**config.mk**
```make
export PLATFORM = sky130hd
export DESIGN_NAME = io_echo_master
export DESIGN_NICKNAME = d
export VERILOG_FILES = /design/src/rtl/io_echo_master_pkg.sv /design/src/rtl/io_load_waiter.sv /design/src/rtl/io_echo_master.sv
export SDC_FILE = /design/constraint.sdc
export NUM_CORES = 1
export LEC_CHECK = 0
export BUFFER_PORTS_ARGS = -buffer_cell sky130_fd_sc_hd__buf_4
export CORE_ASPECT_RATIO = 0.9
export CORE_MARGIN = 10
export CORE_UTILIZATION = 45
export DETAILED_ROUTE_END_ITERATION = 16
export MAX_ROUTING_LAYER = met4
export PLACE_DENSITY = 0.82
export SYNTH_ARGS = -nofsm -noshare
export SYNTH_HDL_FRONTEND = slang
export SYNTH_SLANG_ARGS = --single-unit
```
**constraint.sdc**
```tcl
create_clock -name Clock -period 1.5 [get_ports Clock]
set_input_delay 0.225 -clock Clock [delete_from_list [all_inputs] [get_ports Clock]]
set_output_delay 0.225 -clock Clock [all_outputs]
set_load 0.02 [all_outputs]
```
**src/rtl/io_echo_master_pkg.sv**
```systemverilog
`default_nettype none
// ============================================================================
// Module      : io_echo_master_pkg
// Description : Shared IO-space constants for the UART IOInterface bus and
//               state encodings for the hardware echo master.
// Revision    : 1.0 - initial release
// ============================================================================
package io_echo_master_pkg;

    // Register offsets relative to the MMIO base address
    localparam logic [31:0] c_ofs_status = 32'h0000_0000;
    localparam logic [31:0] c_ofs_rx     = 32'h0000_0004;
    localparam logic [31:0] c_ofs_tx     = 32'h0000_0008;

    // Bit positions inside the status word
    localparam int c_bit_tx_ready = 0;
    localparam int c_bit_rx_valid = 1;

    // Byte-lane enable for a single-byte store to the TX data register
    localparam logic [3:0] c_store_byte0 = 4'b0001;

    typedef enum logic [2:0] {
        ST_IDLE     = 3'd0,
        ST_POLL_RX  = 3'd1,
        ST_READ_RX  = 3'd2,
        ST_POLL_TX  = 3'd3,
        ST_WRITE_TX = 3'd4
    } echo_state_t;

endpackage
`default_nettype wire

```
**src/rtl/io_load_waiter.sv**
```systemverilog
`default_nettype none
// ============================================================================
// Module      : io_load_waiter
// Description : Counts the cycles a load request has been held on the IO bus
//               and strobes when the load data is ready to be sampled.
// Revision    : 1.0 - initial release
// ============================================================================
module io_load_waiter #(
    parameter int unsigned LOAD_WAIT = 1
) (
    input  logic clk,
    input  logic rst,
    input  logic i_active,
    output logic o_sample
);

    localparam int unsigned         c_cnt_w    = $clog2(LOAD_WAIT + 1);
    localparam logic [c_cnt_w-1:0]  c_wait_end = c_cnt_w'(LOAD_WAIT);

    logic [c_cnt_w-1:0] r_cnt;

    // Strobe once the request has been visible for LOAD_WAIT full cycles
    assign o_sample = i_active && (r_cnt == c_wait_end);

    // Restart the count on every new load (sample ends the current one)
    always_ff @(posedge clk) begin
        if (rst || !i_active || o_sample) begin
            r_cnt <= '0;
        end else begin
            r_cnt <= r_cnt + 1'b1;
        end
    end

endmodule
`default_nettype wire

```
**src/rtl/io_echo_master.sv**
```systemverilog
`default_nettype none
// ============================================================================
// Module      : io_echo_master
// Description : CPU-less bus initiator for the UART IOInterface. Polls the
//               status register and copies every received byte (optionally
//               XOR-transformed) back to the transmitter.
// Revision    : 1.0 - initial release
// ============================================================================
module io_echo_master #(
    parameter logic [31:0] MMIO_BASE = 32'h8000_0000,
    parameter int unsigned COUNT_W   = 16,
    parameter logic [7:0]  XOR_MASK  = 8'h00,
    parameter int unsigned LOAD_WAIT = 1
) (
    input  logic               Clock,
    input  logic               Reset,
    input  logic               Enable,
    output logic [31:0]        Addr,
    output logic [31:0]        rd2,
    output logic [3:0]         IO_trans,
    output logic               IO_recv,
    input  logic [31:0]        Received,
    output logic               Busy,
    output logic [COUNT_W-1:0] ByteCount,
    output logic [7:0]         LastByte
);

    import io_echo_master_pkg::*;

    echo_state_t r_state;
    echo_state_t w_state_nxt;
    logic [7:0]  r_byte;
    logic [7:0]  w_byte_nxt;
    logic        w_load_active;
    logic        w_sample;
    logic [31:0] w_addr_nxt;
    logic [31:0] w_rd2_nxt;
    logic [3:0]  w_trans_nxt;
    logic        w_recv_nxt;
    logic        w_unused_rcv;

    // Upper load-data bits carry nothing this block cares about
    assign w_unused_rcv = ^Received[31:8];

    assign w_load_active = (r_state == ST_POLL_RX) ||
                           (r_state == ST_READ_RX) ||
                           (r_state == ST_POLL_TX);

    io_load_waiter #(
        .LOAD_WAIT (LOAD_WAIT)
    ) u_load_waiter (
        .clk      (Clock),
        .rst      (Reset),
        .i_active (w_load_active),
        .o_sample (w_sample)
    );

    // State and latched-byte registers
    always_ff @(posedge Clock) begin
        if (Reset) begin
            r_state <= ST_IDLE;
            r_byte  <= 8'h00;
        end else begin
            r_state <= w_state_nxt;
            r_byte  <= w_byte_nxt;
        end
    end

    // Next-state logic; status/data are only looked at on the sample strobe
    always_comb begin
        w_state_nxt = r_state;
        w_byte_nxt  = r_byte;
        case (r_state)
            ST_IDLE: begin
                if (Enable) w_state_nxt = ST_POLL_RX;
            end
            ST_POLL_RX: begin
                if (w_sample) begin
                    if (Received[c_bit_rx_valid]) w_state_nxt = ST_READ_RX;
                    else if (!Enable)             w_state_nxt = ST_IDLE;
                end
            end
            ST_READ_RX: begin
                // Single pass through here per byte: this load pops the RX FIFO
                if (w_sample) begin
                    w_byte_nxt  = Received[7:0] ^ XOR_MASK;
                    w_state_nxt = ST_POLL_TX;
                end
            end
            ST_POLL_TX: begin
                if (w_sample && Received[c_bit_tx_ready]) w_state_nxt = ST_WRITE_TX;
            end
            ST_WRITE_TX: begin
                w_state_nxt = Enable ? ST_POLL_RX : ST_IDLE;
            end
            default: begin
                w_state_nxt = ST_IDLE;
            end
        endcase
    end

    // Bus outputs decoded from the upcoming state so they are registered
    always_comb begin
        w_addr_nxt  = MMIO_BASE + c_ofs_status;
        w_rd2_nxt   = 32'h0000_0000;
        w_trans_nxt = 4'b0000;
        w_recv_nxt  = 1'b0;
        case (w_state_nxt)
            ST_POLL_RX, ST_POLL_TX: begin
                w_recv_nxt = 1'b1;
            end
            ST_READ_RX: begin
                w_addr_nxt = MMIO_BASE + c_ofs_rx;
                w_recv_nxt = 1'b1;
            end
            ST_WRITE_TX: begin
                w_addr_nxt  = MMIO_BASE + c_ofs_tx;
                w_rd2_nxt   = {24'h00_0000, w_byte_nxt};
                w_trans_nxt = c_store_byte0;
            end
            default: begin
            end
        endcase
    end

    // Registered bus outputs and status counters
    always_ff @(posedge Clock) begin
        if (Reset) begin
            Addr      <= MMIO_BASE;
            rd2       <= 32'h0000_0000;
            IO_trans  <= 4'b0000;
            IO_recv   <= 1'b0;
            Busy      <= 1'b0;
            ByteCount <= '0;
            LastByte  <= 8'h00;
        end else begin
            Addr     <= w_addr_nxt;
            rd2      <= w_rd2_nxt;
            IO_trans <= w_trans_nxt;
            IO_recv  <= w_recv_nxt;
            Busy     <= (w_state_nxt != ST_IDLE);
            // Counters move together with the TX store becoming visible
            if (w_state_nxt == ST_WRITE_TX) begin
                ByteCount <= ByteCount + 1'b1;
                LastByte  <= w_byte_nxt;
            end
        end
    end

endmodule
`default_nettype wire

```
; Word level (Yosys, flattened, before mapping)
; Cells that the tools add are included.
[totals]
register_bits = 106
input_bits = 35
[classes]
n_addsub = 2
eq_ne = 8
mux = 13
n_bitwise = 1
reduce_logical = 11
[ops]
columns = operator, count
row1 = 2-to-1 mux 3 bit, 6
row2 = adder 16 x 1 -> 16 bit (second input constant), 1
row3 = 2-to-1 mux 8 bit, 2
row4 = one-hot mux 3 bit (5 select lines), 1
row5 = == test 3 x 2 -> 1 bit (second input constant), 4
row6 = one-hot mux 4 bit (2 select lines), 1
row7 = == test 3 x 1 -> 1 bit (second input constant), 2
row8 = == test 3 bit (second input constant), 2
row9 = logical OR 1 bit, 4
row10 = zero test 3 bit, 1
row11 = 2-to-1 mux 1 bit, 3
row12 = nonzero test 3 bit, 1
row13 = OR reduction 3 bit, 1
row14 = logical AND 1 bit, 2
row15 = OR reduction 2 bit, 1
row16 = adder 1 bit (second input constant), 1
row17 = zero test 1 bit, 1
row18 = inverter 1 bit, 1

; Longest topological paths before layout
; Gate-level depths: netlist of the first run.
[logic_depth]
depth_word = 10
depth_mapped = 6

; By module
; A second synthesis of the first run with hierarchy kept.
[hier_totals]
cells_unflattened = 252
hier_area_um2 = 2238.4
[modules_own_cells]
columns = module, instances, cells_per_inst, area_per_inst_um2, seq_area_each_um2
row1 = io_echo_master, 1, 249, 2198.4, 960.9
row2 = io_load_waiter, 1, 3, 40.0, 20.0

; Worst setup path before layout of the first run
; Ideal clock, no wire load.
[synth_path]
kind = flip-flop to flip-flop
startpoint = register ByteCount[0]
endpoint = register ByteCount[12]
setup_ns = 0.072
t_arrival_ns = 1.462
required_time_ns = 1.428
path_slack_ns = -0.034
path_stages_with_launch = 6
path_buffers = 0
path_cell_list = dfxtp_1 -> ha_1 -> and3_1 -> nand4_4 -> or3_1 -> a21oi_1
[synth_via]
elab_chain_cells = 1
[synth_lines]
columns = item, line_no
row1 = start: declaration, io_echo_master.sv:24  ; output logic [COUNT_W-1:0] ByteCount,
row2 = start signal: assignment, io_echo_master.sv:144  ; ByteCount <= ByteCount + 1'b1;
row3 = adder 16 x 1 -> 16 bit, io_echo_master.sv:144
; Every way passes these cells.
; A chain may end at the register's enable or synchronous reset.

; Worst setup path after layout of the first run
[layout_path]
startpoint = register r_state[2]
endpoint = register LastByte[1]
[layout_via]
elab_chain_cells = 8
[layout_lines]
columns = item, line_no
row1 = start: declaration, io_echo_master.sv:30  ; echo_state_t r_state;
row2 = start signal: assignment, io_echo_master.sv:64  ; r_state <= w_state_nxt;
row3 = == test 3 x 1 -> 1 bit / == test 3 x 2 -> 1 bit (equally long branches), "io_echo_master.sv:45, io_echo_master.sv:73, io_echo_master.sv:46"
row4 = logical OR 1 bit, io_echo_master.sv:45  ; assign w_load_active = (r_state == ST_POLL_RX) ||
row5 = logical OR 1 bit, io_echo_master.sv:46  ; (r_state == ST_READ_RX) ||
row6 = logical AND 1 bit, io_load_waiter.sv:23  ; assign o_sample = i_active && (r_cnt == c_wait_end);
row7 = logical AND 1 bit, io_echo_master.sv:91  ; if (w_sample && Received[c_bit_tx_ready]) w_state_nxt = ST_WRITE_TX;
row8 = 2-to-1 mux 3 bit, io_echo_master.sv:91
row9 = one-hot mux 3 bit (5 select lines), io_echo_master.sv:73  ; case (r_state)
row10 = == test 3 bit, io_echo_master.sv:143  ; if (w_state_nxt == ST_WRITE_TX) begin
row11 = end signal: assignment, io_echo_master.sv:145  ; LastByte <= w_byte_nxt;
row12 = end: declaration, io_echo_master.sv:25  ; output logic [7:0] LastByte
; Parallel ways exist; a longest one is shown, timed or not.

==> results of run 1 <==
-- registers in the layout, summed over array words and instances, names as in the netlist --
register,count
LastByte,8
IO_recv,1
u_load_waiter.r_cnt,1
IO_trans,1
Addr,2
rd2,8
ByteCount,16
Busy,1
r_state,3
r_byte,8
-- worst max-delay path by stage --
stage,startpoint,end,slack (ns)
after detailed placement,r_state[1],Busy,-0.08
final,r_state[2],LastByte[1],0.06
after CTS,r_state[1],LastByte[0],0.004
after floorplan,ByteCount[3],ByteCount[9],0.02
after global routing,r_state[2],LastByte[2],-0.02
after global placement,r_state[1],Busy,-0.08
-- power groups by stage --
stage / Clock (µW) / Combinational, µW / Sequential, µW
2_1_floorplan: 0 / 302 / 1360
3_3_place_gp: 0 / 247 / 1350
3_5_place_dp: 0 / 250 / 1360
4_1_cts: 805 / 253 / 1330
5_1_grt: 865 / 288 / 1330
6_report: 782 / 267 / 1320
-- placed cells by master (no fill, tap or decap), types with 2 or more instances in the layout --
cell / Yosys / final
conb_1: 2 / 57
and4b_1: 2 / 2
nand4_4: 3 / 3
and2_1: 2 / 2
buf_4: 61 / 66
buf_6: 1 / 2
inv_2: 3 / 3
clkbuf_8: 0 / 5
mux2i_2: 0 / 4
nor2_1: 35 / 35
inv_1: 2 / 2
mux2i_4: 0 / 4
a211oi_2: 8 / 8
nand4_1: 3 / 3
o21ai_1: 6 / 6
nand2_1: 7 / 7
dfxtp_4: 0 / 3
nand2b_1: 2 / 2
nor2b_1: 3 / 3
and3_4: 0 / 2
dfxtp_2: 0 / 4
xnor2_1: 3 / 3
xor2_1: 5 / 5
dfxtp_1: 49 / 42
or3_1: 9 / 9
a21oi_1: 10 / 9
nor4_1: 2 / 2
nand3_1: 6 / 6
-- through the flow --
step	total power (µW)	worst slack, ns	TNS [ns]	area, µm²
after floorplan	1660	0.0161	0	2590
after global placement	1600	-0.0755	-0.185	2720
after detailed placement	1600	-0.0824	-0.691	2720
after CTS	2380	0.00413	0	2820
after global routing	2480	-0.0192	-0.0491	2930
final	2370	0.0582	0	2930
-- metal layers --
metal / up-vias / routed length, µm / global-route usage
met3: 9 / 327 / 0.0479
met4: 0 / 88 / 0.0361
li1: 871 / - / -
met2: 60 / 2600 / 0.200
met5: - / 0 / -
met1: 814 / 2240 / 0.131
-- kinds of logic after synthesis --
group / Yosys count / synth area share
fa+ha+maj: 1 / 0.00525
compound gates: 27 / 0.0839
xor+xnor: 8 / 0.0294
simple gates: 88 / 0.220
mux: 8 / 0.0336
other cells: 2 / 0.00315
buf+inv: 72 / 0.213
flops: 49 / 0.411
-- worst max-delay path, delay by kind of cell (launching register included) --
family	cells	cell delay, ns
buffers and inverters	1	0.22
AND/OR/NAND/NOR	2	0.33
multiplexers	1	0.31
flip-flops	1	0.34
AO/OA/AOI/OAI	1	0.11
-- layout make-up --
type | instances | area [µm²] | share of cell area
clock inverter | 3 | 21.3 | 0.00727
sequential | 49 | 997 | 0.341
timing repair buffer | 70 | 543 | 0.186
tap | 67 | 83.8 | 0.0286
inverter | 5 | 18.8 | 0.00641
clock buffer | 5 | 68.8 | 0.0235
multi-input combinational | 189 | 1190 | 0.408
-- repair_timing --
action	in CTS	in global routing
endpoints found under the setup margin	33	30
resized for setup	4	24
pin swaps	0	0
buffers inserted	0	1
==> results_dict.tcl, run 1 <==
set metrics [dict create \
    core-area_mm2 0.00519 \
    synth_most_common_cell "buf_4" \
    drv_cap 0 \
    syn_inst 255 \
    fillers 488 \
    slew_viol_final 0 \
    min_period_over_period 0.961 \
    dp_hpwl_mm 4.17 \
    cts_tree "built" \
    layout-drive-gt1-share 0.377 \
    cts_buffer_depth 2 \
    globalRouteTotalUtil 0.120 \
    hold_slack_ns 0.184 \
    drc 0 \
    r2r_start "r_state[2]" \
    synth_flop_cell "dfxtp_1" \
    clk_pin_slew_ns 0.09 \
    io_pins 129 \
    p_sw_frac 0.280 \
    grt_max_degree 29 \
    cts_root_buf "clkbuf_8" \
    core.rowCount 25 \
    fin_nets 356 \
    p_leak_uw 0.00127 \
    port_buffers 47 \
    hold_buffers 0 \
    cts.sinks 49 \
    placed_cells 379 \
    syn-mean-instance-area_um2 9.35 \
    holdPathEnd "rd2[4]" \
    yosysTopAreaCell "dfxtp_1" \
    slowest_stage "dfxtp_2" \
    cp-end-kind "flip-flop" \
    dr.pass1.iters 4 \
    antenna_found_initial 0 \
    hp-start "Received[4]" \
    dieArea_mm2 0.00862 \
    synthTopCellsByArea "dfxtp_1, buf_4, nor2_1, a211oi_2, mux2i_1" \
    setup_viol 0 \
    power_density_mw_per_mm2 810 \
    syn_to_final_growth_pct 22.7 \
    status "complete, no violations" \
    clkPwrFrac 0.330 \
    yosysUniqueCellTypes 40 \
    max_stage_delay_ns 0.34 \
    hold_path_class "in -> reg" \
    clock_skew_ns 0.00546 \
    clk_latency_ns 0.30 \
    ys_seq_area_frac 0.411 \
    synth_top_area_frac 0.411 \
    fp.dieH_um 89.1 \
    diodes 0 \
    r2r_end "LastByte[1]" \
    wl_mm 5.26 \
    fp.dieW_um 96.7 \
    final_util 0.564 \
    synth_edf_count 0 \
    gp_congestion 0.837 \
    critPathMaxFanout 8 \
    power_frac_comb 0.113 \
    overflow 0 \
    final_cells 388 \
    cp.required_ns 1.68 \
    yosys_register_bits 49 \
    drt_iter0_markers 38 \
    rsz0062_at_grt "yes" \
    peakVddDrop_mv 0.393 \
    detail-route-antenna-nets 0 \
    hold_viol_final 0 \
    fin_crit_ns 1.44 \
    path_class "reg -> reg" \
    mappedNetlistArea_mm2 0.00238 \
    startpoint_type "flip-flop" \
    cts_buffers 5 \
    start_util 0.459 \
    reg2reg_depth 5 \
    p_int_uw 1710 \
    yosys_warnings 0 \
    wl_per_cell_um 13.5 \
    cts_max_level 2 \
    hold_depth 3 \
    power_switching_uw 664 \
    path_cells "nand2b_4 > nor3b_2 > buf_6 > mux2i_2 > a211oi_2" \
    grt_pass1_wl_mm 8.36 \
    worst_ep_arrival_time_ns 1.63 \
    clock.fmax_mhz 694 \
    ys_async_sr_fraction 0 \
    vias 1754 \
    r2r_slack_ns 0.06 \
    vias_per_cell 4.52 \
    synthTopCellsByCount "buf_4, dfxtp_1, nor2_1, a21oi_1, or3_1" \
    p_seq_frac 0.558 \
    grt_pass1_vias 1726 \
]
Power figures use the tool's default switching activity.
==> run 2: changes to the inputs <==
clock period = 1.4 ns   (was 1.5 ns; I/O delays follow)
==> run 2 against run 1 <==
  * The flow now finishes with violations (setup timing)
  * Critical path depth stayed put
  * Clock power up 52%
  * First-iteration DRC count is 76% higher
  * Sequential share of layout area decreased by 1.7 points
  * Hold slack got worse by 0.011 ns
  * Via count increased by 2.3%
  * Design area increased by 7.3%
  * Maximum frequency increased by 0.81%
  * Total power up 23%
  * Register-to-register slack got worse by 0.09 ns
  * Critical path type unchanged
  * Sequential power is 7% higher
==> results_dict.tcl, run 2 (synthesis gave the netlist of run 1 again) <==
set metrics [dict create \
    cts_buffer_depth 2 \
    fin_nets 365 \
    layout-drive-gt1-share 0.424 \
    r2r_start "r_state[2]" \
    globalRouteTotalUtil 0.121 \
    crit_buf_inv 1 \
    path_cells "nand2b_4 > nor3b_4 > buf_6 > mux2i_4 > a211oi_2" \
    placed_cells 387 \
    fin_crit_ns 1.43 \
    gp_congestion 0.794 \
    largest_register_ffs 16 \
    dp_hpwl_mm 4.11 \
    rsz0062_at_grt "yes" \
    vias_per_cell 4.52 \
    setup_ws_ns -0.0302 \
    worst_ep_arrival_time_ns 1.60 \
    hold_viol_final 0 \
    cts_tree "built" \
    power_density_mw_per_mm2 928 \
    cp_top_family "simple AND/OR/NAND/NOR gates" \
    cts_max_level 2 \
    vias 1795 \
    fp.dieW_um 96.7 \
    overflow 0 \
    wl_mm 5.61 \
    cp.required_ns 1.57 \
    startpoint_type "flip-flop" \
    r2r_end "LastByte[6]" \
    syn_to_final_growth_pct 31.7 \
    core.rowCount 25 \
    cts_buffers 5 \
    fp.dieH_um 89.1 \
    regMostFlops "ByteCount" \
    p_sw_frac 0.245 \
    clock_skew_ns 0.0102 \
    setup_viol 11 \
    drt_iter0_markers 67 \
    cp-end-kind "flip-flop" \
    grt_pass1_vias 1830 \
    p_int_uw 2200 \
    final_cell_mix "buf_4, conb_1, nor2_1" \
    p_seq_frac 0.485 \
    grt_pass1_wl_mm 8.60 \
    dr.pass1.iters 4 \
    clk_latency_ns 0.31 \
    path_class "reg -> reg" \
    detail-route-antenna-nets 0 \
    status "complete, but fails checks" \
    power_switching_uw 714 \
    diodes 0 \
    drv_cap 0 \
    final_util 0.605 \
    antenna_found_initial 0 \
    clock.fmax_mhz 699 \
    slew_viol_final 0 \
    max_stage_delay_ns 0.37 \
    wl_per_cell_um 14.1 \
    power_frac_comb 0.106 \
    hold_path_class "in -> reg" \
    drc 0 \
    critPathMaxFanout 5 \
    fillers 429 \
    r2r_slack_ns -0.03 \
    endpoint "LastByte[6]" \
    peakVddDrop_mv 0.438 \
    min_period_over_period 1.02 \
    start_util 0.459 \
    final_cells 397 \
    startpoint "r_state[2]" \
    clkPwrFrac 0.410 \
    p_leak_uw 0.00137 \
    reg2reg_depth 5 \
    violations "setup timing" \
    port_buffers 47 \
    worst-path-stages 5 \
    cts.sinks 49 \
    clk_pin_slew_ns 0.10 \
    grt_max_degree 39 \
    io_pins 129 \
    dieArea_mm2 0.00862 \
    cts_root_buf "clkbuf_8" \
    slowest_stage "dfxtp_4" \
    final_common_cell "buf_4" \
    core-area_mm2 0.00519 \
]
[run 2: changes by cell type in the layout (fill, tap and decap cells not counted), moves of 4 or more]
cell / change
mux2i_2: -4
dfxtp_2: +4
dfxtp_4: +4
buf_4: +8
mux2i_4: +4
dfxtp_1: -8
[run 2: final cells by class]
type                    instances  area (µm²)  share of cell area
flip-flops and latches         49        1020               0.324
clock buffers                   5        68.8              0.0219
well taps                      67        83.8              0.0267
clock inverters                 3        68.8              0.0219
multi-input cells             189        1260               0.402
repair buffers                 79         621               0.198
inverters                       5        18.8             0.00598
[run 2: metrics by stage]
step	cell area, µm²	hold WS (ns)	TNS (ns)	total power, µW	worst slack (ns)
3_3_place_gp	2800	0.482	-1.21	1720	-0.106
5_1_grt	3140	0.175	-1.79	3010	-0.102
6_report	3140	0.173	-0.199	2910	-0.0302
3_5_place_dp	2800	0.488	-1.63	1730	-0.118
4_1_cts	3060	0.172	-0.339	2920	-0.0562
2_1_floorplan	2630	0.390	-0.000498	1780	-0.000249
[run 2: power groups by stage]
stage	clock network [µW]	registers (µW)	logic (µW)
3_5_place_dp	0	1450	279
5_1_grt	1260	1420	333
3_3_place_gp	0	1450	275
6_report	1190	1410	308
2_1_floorplan	0	1450	327
4_1_cts	1210	1420	288
[run 2: worst min path at each step]
| stage | from | to | slack [ns] | cells past startpoint |
|---|---|---|---|---|
| after detailed placement | ByteCount[13] | ByteCount[13] | 0.49 | 2 |
| after floorplan | Reset | rd2[7] | 0.39 | 2 |
| after global placement | ByteCount[15] | ByteCount[15] | 0.48 | 2 |
| after global routing | Received[5] | r_byte[5] | 0.17 | 3 |
| after CTS | Received[3] | rd2[3] | 0.17 | 3 |
| final | Received[2] | rd2[2] | 0.17 | 3 |
[run 2: metal layers]
metal / track usage / vias to the layer above / part of all wire
met4: 0.0388 / 0 / 0.016
met1: 0.128 / 828 / 0.40
met5: - / - / 0
met3: 0.0402 / 8 / 0.067
li1: - / 896 / -
met2: 0.214 / 63 / 0.52
[run 2: worst min-delay path, stage by stage]
cell and delay [ns]:
buf_4 0.09, mux2i_4 0.07, nor2_1 0.08
[run 2: timing repair]
action,CTS,global route
endpoints found under the hold margin,0,0
hold buffers,0,0
endpoints found under the setup margin,38,36
pin swaps,0,15
setup buffers,0,2
gates resized for setup,23,16
==> run 3: changes to the inputs <==
ABC_AREA = 1   (was default)
==> run 3 against run 2 <==
  * The flow now finishes without violations
  * Synthesized cell count is 22% higher
  * Maximum frequency is 9.3% higher
  * Routed wire length is 3.1% lower
  * Critical path type unchanged
  * Critical endpoint is now ByteCount[8]
  * Setup slack better by 0.12 ns
  * Highest routed layer unchanged
==> results_dict.tcl, run 3 <==
set metrics [dict create \
    syn_inst 311 \
    io_pins 129 \
    grt_pass1_wl_mm 8.39 \
    dr.pass1.iters 4 \
    peakVddDrop_mv 0.480 \
    cts_buffers 5 \
    worst_ep_arrival_time_ns 1.51 \
    rsz0062_at_grt "yes" \
    drt_iter0_markers 53 \
    largest_register_ffs 16 \
    gp_congestion 0.898 \
    p_total_uw 2490 \
    yosysUniqueCellTypes 28 \
    cp.required_ns 1.60 \
    syn-mean-instance-area_um2 7.69 \
    power_density_mw_per_mm2 878 \
    synth_edf_count 0 \
    cts_buffer_depth 2 \
    clk_pin_slew_ns 0.09 \
    wl_mm 5.44 \
    clk_latency_ns 0.30 \
    setup_viol 0 \
    core.rowCount 25 \
    wl_per_cell_um 12.4 \
    synth_top_area_frac 0.410 \
    regMostFlops "ByteCount" \
    synthTopCellsByCount "buf_4, nand2_1, dfxtp_1, nor2_1, inv_1" \
    p_leak_uw 0.00141 \
    fin_nets 408 \
    mappedNetlistArea_mm2 0.00239 \
    startpoint_type "flip-flop" \
    vias 1931 \
    placed_cells 428 \
    core-area_mm2 0.00519 \
    slew_viol_final 0 \
    ys_async_sr_fraction 0 \
    path_cells "nand2_1 > nor2_2 > nand3_4 > inv_4 > nand2_1 > nor2_2 > nand2_1 > nand2_1 > nor2_1" \
    grt_max_degree 17 \
    synthTopCellsByArea "dfxtp_1, buf_4, nand2_1, nor2_1, inv_1" \
    path_class "reg -> reg" \
    antenna_found_initial 0 \
    drv_cap 0 \
    dieArea_mm2 0.00864 \
    detail-route-antenna-nets 0 \
    globalRouteTotalUtil 0.119 \
    cpMostUsedCell "nand2_1" \
    yosys_register_bits 49 \
    final_common_cell "buf_4" \
    layout-drive-gt1-share 0.276 \
    cts_max_level 2 \
    cts_tree "built" \
    cts_root_buf "clkbuf_8" \
    clock.fmax_mhz 765 \
    yosys_warnings 0 \
    overflow 0 \
    final_cells 440 \
    clock_skew_ns 0.00824 \
    hold_path_class "in -> reg" \
    hold_viol_final 0 \
    reg2reg_depth 9 \
    drc 0 \
    vias_per_cell 4.39 \
    start_util 0.461 \
    hold_depth 4 \
    cp-end-kind "flip-flop" \
    cts.sinks 49 \
    yosysTopAreaCell "dfxtp_1" \
    final_cell_mix "buf_4, conb_1, nand2_1" \
    grt_pass1_vias 1872 \
    port_buffers 47 \
    synth_most_common_cell "buf_4" \
    fin_crit_ns 1.31 \
    synth_flop_cell "dfxtp_1" \
    fp.dieW_um 96.9 \
    fp.dieH_um 89.2 \
    ys_seq_area_frac 0.410 \
    syn_to_final_growth_pct 18.6 \
    dp_hpwl_mm 4.28 \
    diodes 0 \
    min_period_over_period 0.934 \
    max_stage_delay_ns 0.36 \
    critPathMaxFanout 6 \
    status "complete, no violations" \
    slowest_stage "dfxtp_2" \
]
-- run 3: what timing repair did --
| action | 4_1_cts | 5_1_grt |
|---|---|---|
| buffers inserted | 0 | 4 |
| gates resized for setup | 1 | 21 |
| pin swaps | 0 | 2 |
| hold buffers | 0 | 0 |
| endpoints found under the setup margin | 4 | 35 |
-- run 3: area by class of cell --
class / count / area, µm²
Clock buffer: 5 / 68.8
Tap cell: 67 / 83.8
Fill cell: 504 / 2350
Multi-Input combinational cell: 220 / 1070
Clock inverter: 3 / 22.5
Timing Repair Buffer: 63 / 480
Sequential cell: 49 / 988
Inverter: 33 / 126
-- run 3: through the flow --
step	setup TNS, ns	util	instance area (µm²)	hold slack (ns)	setup slack, ns
floorplan	0	-	2600	0.399	0.00168
global placement	0	0.510	2650	0.460	0.0266
CTS	0	0.529	2750	0.192	0.00543
global route	-0.122	0.547	2840	0.229	-0.0437
detailed placement	-0.00213	0.510	2650	0.466	-0.00213
finish	0	0.547	2840	0.199	0.0920
-- run 3: critical path: cells and delay by family, from the launching register on --
family / cells / cell delay (ns)
and+or+nand+nor: 8 / 0.73
DFF: 1 / 0.36
buffers and inverters: 1 / 0.11
-- run 3: final timing paths --
| check | startpoint | to | slack [ns] |
|---|---|---|---|
| setup / recovery | r_state[0] | ByteCount[8] | 0.09 |
| setup reg to reg | r_state[0] | ByteCount[8] | 0.09 |
| hold reg to reg | ByteCount[3] | ByteCount[3] | 0.47 |
| hold / removal | Enable | Addr[2] | 0.20 |
-- run 3: cells by family (layout without fill, tap and decap cells) --
kind of cell,Yosys count,count (layout),share of synthesized area
AOI/OAI and AO/OA,24,24,0.0533
xor gates and xnor gates,1,1,0.00366
adders and majority gates,1,1,0.00523
buffers and inverters,97,104,0.252
DFF,49,49,0.410
other,2,57,0.00314
and+or+nand+nor,137,137,0.272
-- run 3: per-layer routing --
layer	wire length, µm	share of wire	up-vias	track usage
li1	-	-	982	-
met1	2240	0.41	870	0.128
met2	2810	0.52	74	0.207
met3	356	0.065	5	0.0394
met4	34	0.0063	0	0.0348
met5	0	0	-	-
-- run 3: report_power, final --
| group | switching, µW | internal (µW) |
|---|---|---|
| clock | 472 | 355 |
| combinational | 205 | 46.3 |
| sequential | 8.63 | 1400 |
